`config.mk`:
```
export PLATFORM = sky130hd
export DESIGN_NAME = clk_divider_flat
export DESIGN_NICKNAME = d
export VERILOG_FILES = /design/src/rtl/clk_divider_if.sv /design/src/rtl/clk_divider.sv /design/src/flat_wrapper.sv
export SDC_FILE = /design/constraint.sdc
export NUM_CORES = 1
export LEC_CHECK = 0
export ABC_AREA = 1
export BUFFER_PORTS_ARGS = -buffer_cell sky130_fd_sc_hd__buf_4
export CORE_MARGIN = 2
export CORE_UTILIZATION = 60
export DETAILED_ROUTE_END_ITERATION = 10
export PLACE_DENSITY = 0.8
export REMOVE_ABC_BUFFERS = 1
export SKIP_LAST_GASP = 1
export SYNTH_ARGS = -nofsm -noshare
export SYNTH_HDL_FRONTEND = slang
export SYNTH_SLANG_ARGS = --single-unit
```
`constraint.sdc`:
```
create_clock -name clk -period 4.75 [get_ports clk]
set_clock_uncertainty 0.05 [all_clocks]
set_input_delay 0.2375 -clock clk [delete_from_list [all_inputs] [get_ports clk]]
set_output_delay 0.2375 -clock clk [all_outputs]
set_load 0.01 [all_outputs]
```
`src/rtl/clk_divider_if.sv`:
```
// Run-control and status bundle for the programmable clock divider.
// master drives enable/div_value/load; slave returns clk_out/tick/status.
interface clk_divider_if #(
    parameter int WIDTH = 8
);
    logic             enable;
    logic [WIDTH-1:0] div_value;
    logic             load;
    logic             clk_out;
    logic             tick;
    logic             running;
    logic             update_pending;

    modport master (
        output enable,
        output div_value,
        output load,
        input  clk_out,
        input  tick,
        input  running,
        input  update_pending
    );

    modport slave (
        input  enable,
        input  div_value,
        input  load,
        output clk_out,
        output tick,
        output running,
        output update_pending
    );
endinterface

```
`src/rtl/clk_divider.sv`:
```
// Glitch-free programmable divider: 50% duty clk_out plus a one-cycle
// tick per period; divisor updates take effect only at period starts.
// Ports: clk, rst_n (async, active-low), bus (clk_divider_if.slave):
//   enable, div_value, load in; clk_out, tick, running, update_pending out.
module clk_divider #(
    parameter int WIDTH       = 8,
    parameter int DEFAULT_DIV = 0
) (
    input logic          clk,
    input logic          rst_n,
    clk_divider_if.slave bus
);

    typedef enum logic [1:0] {
        IDLE,
        HIGH,
        LOW
    } state_t;

    state_t           state;
    logic [WIDTH-1:0] cnt;
    logic [WIDTH-1:0] div_reg;
    logic [WIDTH-1:0] pend;
    logic             pend_vld;
    logic             clk_q;
    logic             tick_q;
    logic             run_q;

    logic             hit;
    logic [WIDTH-1:0] next_div;

    // Phase ends when cnt reaches div_reg; this fires before cnt can wrap,
    // so div_reg = all-ones still yields a full 2^WIDTH-cycle phase.
    assign hit = (cnt == div_reg);

    // Divisor chosen at a boundary: a same-cycle load beats a pending one.
    always_comb begin
        next_div = div_reg;
        if (bus.load) begin
            next_div = bus.div_value;
        end else if (pend_vld) begin
            next_div = pend;
        end
    end

    always_ff @(posedge clk or negedge rst_n) begin
        if (!rst_n) begin
            state    <= IDLE;
            cnt      <= '0;
            div_reg  <= WIDTH'(DEFAULT_DIV);
            pend     <= '0;
            pend_vld <= 1'b0;
            clk_q    <= 1'b0;
            tick_q   <= 1'b0;
            run_q    <= 1'b0;
        end else begin
            tick_q <= 1'b0;
            unique case (state)
                IDLE: begin
                    if (bus.enable) begin
                        state    <= HIGH;
                        clk_q    <= 1'b1;
                        tick_q   <= 1'b1;
                        run_q    <= 1'b1;
                        cnt      <= '0;
                        div_reg  <= next_div;
                        pend_vld <= 1'b0;
                    end else if (bus.load) begin
                        // Nothing is running, so write straight through;
                        // this also supersedes any older pending value.
                        div_reg  <= bus.div_value;
                        pend_vld <= 1'b0;
                    end
                end
                HIGH: begin
                    if (hit) begin
                        state <= LOW;
                        clk_q <= 1'b0;
                        cnt   <= '0;
                    end else begin
                        cnt <= cnt + WIDTH'(1);
                    end
                    if (bus.load) begin
                        pend     <= bus.div_value;
                        pend_vld <= 1'b1;
                    end
                end
                LOW: begin
                    if (hit && bus.enable) begin
                        state    <= HIGH;
                        clk_q    <= 1'b1;
                        tick_q   <= 1'b1;
                        cnt      <= '0;
                        div_reg  <= next_div;
                        pend_vld <= 1'b0;
                    end else begin
                        if (hit) begin
                            state <= IDLE;
                            run_q <= 1'b0;
                            cnt   <= '0;
                        end else begin
                            cnt <= cnt + WIDTH'(1);
                        end
                        if (bus.load) begin
                            pend     <= bus.div_value;
                            pend_vld <= 1'b1;
                        end
                    end
                end
                default: begin
                    state <= IDLE;
                    clk_q <= 1'b0;
                    run_q <= 1'b0;
                    cnt   <= '0;
                end
            endcase
        end
    end

    assign bus.clk_out        = clk_q;
    assign bus.tick           = tick_q;
    assign bus.running        = run_q;
    assign bus.update_pending = pend_vld;

endmodule

```
`src/flat_wrapper.sv`:
```
// flat-port wrapper written by rule: the top's interface ports become plain ports
module clk_divider_flat 
#(
    parameter int WIDTH       = 8,
    parameter int DEFAULT_DIV = 0
)
  (clk, rst_n, bus_enable, bus_div_value, bus_load, bus_clk_out, bus_tick, bus_running, bus_update_pending);
  clk_divider_if #(.WIDTH(WIDTH)) bus_i ();
  input logic clk;
  input logic rst_n;
  input wire logic [$bits(bus_i.enable)-1:0] bus_enable;
  input wire logic [$bits(bus_i.div_value)-1:0] bus_div_value;
  input wire logic [$bits(bus_i.load)-1:0] bus_load;
  output wire logic [$bits(bus_i.clk_out)-1:0] bus_clk_out;
  output wire logic [$bits(bus_i.tick)-1:0] bus_tick;
  output wire logic [$bits(bus_i.running)-1:0] bus_running;
  output wire logic [$bits(bus_i.update_pending)-1:0] bus_update_pending;
  assign bus_i.enable = bus_enable;
  assign bus_i.div_value = bus_div_value;
  assign bus_i.load = bus_load;
  assign bus_clk_out = bus_i.clk_out;
  assign bus_tick = bus_i.tick;
  assign bus_running = bus_i.running;
  assign bus_update_pending = bus_i.update_pending;
  clk_divider #(.WIDTH(WIDTH), .DEFAULT_DIV(DEFAULT_DIV)) u_core (.clk(clk), .rst_n(rst_n), .bus(bus_i));
endmodule
```
# Word-level counts from Yosys, hierarchy flattened
# Cells that the tools add are included.
[totals]
inputBits = 12
output_inout_bits = 4
reg_bits = 30
elab_cells = 63
[op_classes]
reduce_logical = 11
eq_ne = 10
n_bitwise = 1
addsub = 1
muxes = 32
[op_table]
columns = ["operator", "count"]
rows = [
  ["$mux 8", 10],
  ["$pmux 8 s2", 2],
  ["$pmux 8 s3", 1],
  ["$mux 1", 10],
  ["$pmux 1 s3", 3],
  ["$reduce_and 3->1", 3],
  ["$add 8x1->8 const B", 1],
  ["$eq 8x8->1", 1],
  ["$mux 2", 4],
  ["$ne 2x1->1 const B", 3],
  ["$pmux 2 s3", 1],
  ["$ne 2x2->1 const B", 2],
  ["$reduce_and 2->1", 2],
  ["$reduce_and 4->1", 1],
  ["$reduce_bool 2->1", 2],
  ["$ne 3x1->1 const B", 1],
  ["$ne 3x3->1 const B", 1],
  ["$reduce_bool 3->1", 1],
  ["$eq 2x1->1 const B", 1],
  ["$eq 2x2->1 const B", 1],
  ["$logic_not 2->1", 1],
  ["$pmux 1 s2", 1],
  ["$logic_and 1x1->1", 1],
  ["$not 1->1", 1],
]

# Depth between registers and ports, before layout
[logic_depth]
depth_word = 4
ltp_mapped = 11
ltp_nobuf = 11

# Worst setup path before layout
# OpenSTA, ideal clock, no wires.
[synth_path]
path_type = "reg-to-reg"
start = "register u_core.state[0]"
end = "register u_core.div_reg[0]"
path_buffers = 1
arrival_ns = 1.451
setup_time_ns = 0.066
synth_period_minus_slack_ns = 1.568
setup_slack_ns = 3.182
stages_incl_launch_ff = 10
cell_sequence = "dfrtp_1 inv_1 ha_1 inv_2 a21oi_4 buf_2 nand2_1 o21ai_0 nand3_1 nand2_1"
[synth_via]
elab_chain_cells = 3
elab_cells_between_ends = 7
[synth_lines]
columns = ["element", "line_no", "rtl"]
rows = [
  ["start, declared", "clk_divider.sv:20", "state_t state;"],
  ["start signal, assigned", "clk_divider.sv:48", "state <= IDLE;"],
  ["start signal, assigned", "clk_divider.sv:61", "state <= HIGH;"],
  ["start signal, assigned", "clk_divider.sv:77", "state <= LOW;"],
  ["$eq 2x2->1 / $logic_not 2->1 (equally long branches)", "clk_divider.sv:58", "unique case (state)"],
  ["$ne 2x1->1 (no line) (tied with other cells)", "n/a", ""],
  ["$reduce_and 3->1 (no line)", "n/a", ""],
  ["end signal, assigned", "clk_divider.sv:50", "div_reg <= WIDTH'(DEFAULT_DIV);"],
  ["end signal, assigned", "clk_divider.sv:66", "div_reg <= next_div;"],
  ["end signal, assigned", "clk_divider.sv:71", "div_reg <= bus.div_value;"],
  ["end, declared", "clk_divider.sv:22", "logic [WIDTH-1:0] div_reg;"],
]
# Several ways; a longest one is shown, not always the timed one.
# A chain may end at the register's enable or synchronous reset.

# Worst setup path in the final report
[layout_path]
start = "register u_core.state[0]"
end = "register u_core.cnt[7]"
[layout_via]
elab_chain_cells = 2
elab_cells_between_ends = 5
[layout_lines]
columns = ["element", "line_no", "rtl"]
rows = [
  ["$eq 2x2->1 (tied with other cells)", "clk_divider.sv:58", ""],
  ["$pmux 8 s3 / $ne 2x2->1 (equally long branches)", "n/a", ""],
  ["end signal, assigned", "clk_divider.sv:81", "cnt <= cnt + WIDTH'(1);"],
  ["end signal, assigned", "clk_divider.sv:102", "cnt <= cnt + WIDTH'(1);"],
  ["end, declared", "clk_divider.sv:21", "logic [WIDTH-1:0] cnt;"],
]
# Several ways; a longest one is shown, not always the timed one.

==> flow_summary.ini <==
[power_and_ir_drop]
leakagePower_nw = 1.01
power_mw = 1.12
ir_worst_vdd_uv = 406
power.density_nw_per_um2 = 577

[clock_tree]
cts_resized = 0
insertion_delay_ns = 0.33
clkSlewWorstSetupHoldPaths_ns = 0.09
post_cts_buffers = 0
cts_tree = built
cts.sinks = 30
cts_hold_buf = 1
root_buffer = clkbuf_4
clock_path_buffers = 2
cts.htree.levels = 2
numCtsBuffers = 5

[sta]
fin_crit_ns = 2.06
period_share_pct = 43.4
max_freq_mhz = 485
tightest_slew_ns = 0.497
rsz0062_at_grt = false
setup_ws_ns = 2.69
setup_tns_ns = 0
setup_violations = 0
finalHoldViolations = 0
maxSlewHeadroom_pct = 66.6
maxSlewViolCount = 0

[cells_and_area]
syn_to_final_growth_pct = 10.7
diodes = 0
fin_area_um2 = 1940
nNetsFinal = 273
drive_gt1_share_pct = 14.0

[critical_path]
critical_path_arrival_ns = 2.19
end_kind = flip-flop
cp-start-kind = flip-flop
cp.required_ns = 4.87
path_max_fanout = 14
critPathKind = flip-flop to flip-flop

[logic_synthesis]
synth.distinct_cells = 27
syn_inst = 238
synthAdderAreaFrac_pct = 3.56
synth_compound_area_share_pct = 12.5
synth-xor-area-share_pct = 2.00
synthSimpleGateAreaFrac_pct = 29.2
ys.warnings.count = 0
synth_seq_cells = 30
synthMuxAreaShare_pct = 1.71
avgSynthCellArea_um2 = 7.38
synth_top_family_by_area = simple AND/OR/NAND/NOR gates
seq_area_frac_synth_pct = 42.8
syn_area_um2 = 1760

[global_routing]
grt.busiest_layer = met2
use_met2_pct = 37.7
grtUsageMet1_pct = 31.7
grt_max_degree = 31
grt_pass1_vias = 1392
overflow = 0
antenna_found_initial = 0
grt_pass1_wl_um = 6020
grt_util_met3_pct = 5.36
grt_usage_pct = 23.9

[floorplan]
die_area_um2 = 3370
boundaryPins = 16
start_util_pct = 63.7
placeableCoreArea_um2 = 2760
rows = 19
chipHeight_um = 58.1
die_w_um = 58.1

[worst_hold_path]
hold_path.class = input port to flip-flop

[place]
portBuffers = 15
place_area_um2 = 1870
hpwlAfterDp_um = 2650
pre_cts_ws_ns = 2.73
gp_congestion = 0.876

[route]
drtAntennaViolNets = 0
drt-initial-drc-count = 58
wl_per_cell_um = 12.4
drt_pass1_iterations = 4
viasPerCell = 5.17
remaining_drc_errors = 0
wl_um = 3580
vias = 1488

[status]
status = complete, no violations

[job]
maxCapViolCount = 0
[logic make-up after synthesis]
group,Yosys count
muxes,3
AOI/OAI and AO/OA,39
DFF,30
buffers and inverters,35
adders and majority gates,5
xor gates and xnor gates,4
and+or+nand+nor,122
[worst paths after layout]
path / start / cells past startpoint / slack [ns] / endpoint
min reg2reg: u_core.bus.running / 2 / 0.44 / u_core.bus.running
min: bus_div_value[3] / 3 / 0.10 / u_core.pend[3]
max: u_core.state[0] / 8 / 2.69 / u_core.cnt[7]
min in group asynchronous: rst_n / 2 / 0.33 / u_core.pend[0]
max reg2reg: u_core.state[0] / 8 / 2.69 / u_core.cnt[7]
max in group asynchronous: rst_n / 2 / 4.03 / u_core.bus.running
[cell type report]
type | instances | area [µm²]
clock buffer | 7 | 55.1
inverter | 30 | 113
multi-input combinational | 173 | 858
sequential | 30 | 751
timing repair buffer | 16 | 123
fill | 252 | 815
tap | 31 | 38.8
clock inverter | 1 | 5.00
[Yosys cell counts]
| master | number | area share (%) |
|---|---|---|
| nand2_1 | 83 | 18 |
| nand3_1 | 14 | 4.0 |
| buf_2 | 3 | 0.86 |
| mux2i_1 | 3 | 1.7 |
| nor2_2 | 2 | 0.71 |
| xor2_1 | 1 | 0.50 |
| o21ai_0 | 17 | 4.8 |
| nor3_1 | 2 | 0.57 |
| nand4_1 | 2 | 0.71 |
| a22oi_1 | 1 | 0.43 |
| dfrtp_1 | 30 | 43 |
| inv_1 | 25 | 5.3 |
| a21oi_1 | 7 | 2.0 |
| ha_1 | 5 | 3.6 |
| buf_4 | 1 | 0.43 |
| buf_6 | 1 | 0.64 |
| a21o_1 | 1 | 0.43 |
| nand4_2 | 1 | 0.71 |
| a21oi_4 | 1 | 0.93 |
| inv_2 | 5 | 1.1 |
| nand2_2 | 3 | 1.1 |
| o21ai_1 | 10 | 2.9 |
| nor2_1 | 12 | 2.6 |
| xnor2_1 | 3 | 1.5 |
| o21ai_2 | 1 | 0.50 |
| a21oi_2 | 1 | 0.50 |
| and3_1 | 3 | 1.1 |
[placed cells by master (no fill, tap or decap)]
cell and n:
a21o_1 1, a21oi_1 7, a21oi_2 1, a21oi_4 1
a22oi_1 1, and3_1 3, buf_4 15, clkbuf_1 1
clkbuf_4 5, clkbuf_8 1, clkinv_2 1, dfrtp_1 30
dlygate4sd3_1 1, ha_1 5, inv_1 25, inv_2 5
mux2i_1 3, nand2_1 83, nand2_2 3, nand3_1 14
nand4_1 2, nand4_2 1, nor2_1 12, nor2_2 2
nor3_1 2, o21ai_0 17, o21ai_1 10, o21ai_2 1
xnor2_1 3, xor2_1 1
[report_power, final]
group	internal (mW)	switching, mW	leakage, nW
Clock	0.0716	0.0870	0.0353
Combinational	0.197	0.333	0.594
Sequential	0.350	0.0813	0.386
Total	0.619	0.501	1.01
[worst max-delay path, stage by stage (launching register included)]
cell and delay, ns:
dfrtp_1 0.41, inv_1 0.08, ha_1 0.23, nand2_1 0.35, inv_2 0.11, nor2_1 0.16
nand3_1 0.16, o21ai_0 0.24, a22oi_1 0.12
[stage by stage]
| step | util (%) | std cells | hold slack (ns) |
|---|---|---|---|
| 2_1_floorplan | - | 233 | -0.108 |
| 3_3_place_gp | 67.9 | 279 | 0.132 |
| 3_5_place_dp | 67.9 | 279 | 0.130 |
| 4_1_cts | 70.5 | 288 | 0.0902 |
| 5_1_grt | 70.5 | 288 | 0.0907 |
| 6_report | 70.5 | 288 | 0.100 |
[per-layer routing]
| metal | vias to the layer above | routed length (µm) |
|---|---|---|
| met5 | - | 0 |
| met4 | 0 | 56 |
| met3 | 5 | 195 |
| met2 | 38 | 1600 |
| met1 | 652 | 1730 |
| li1 | 793 | - |
No activity file was read; power rests on OpenSTA's default activity.
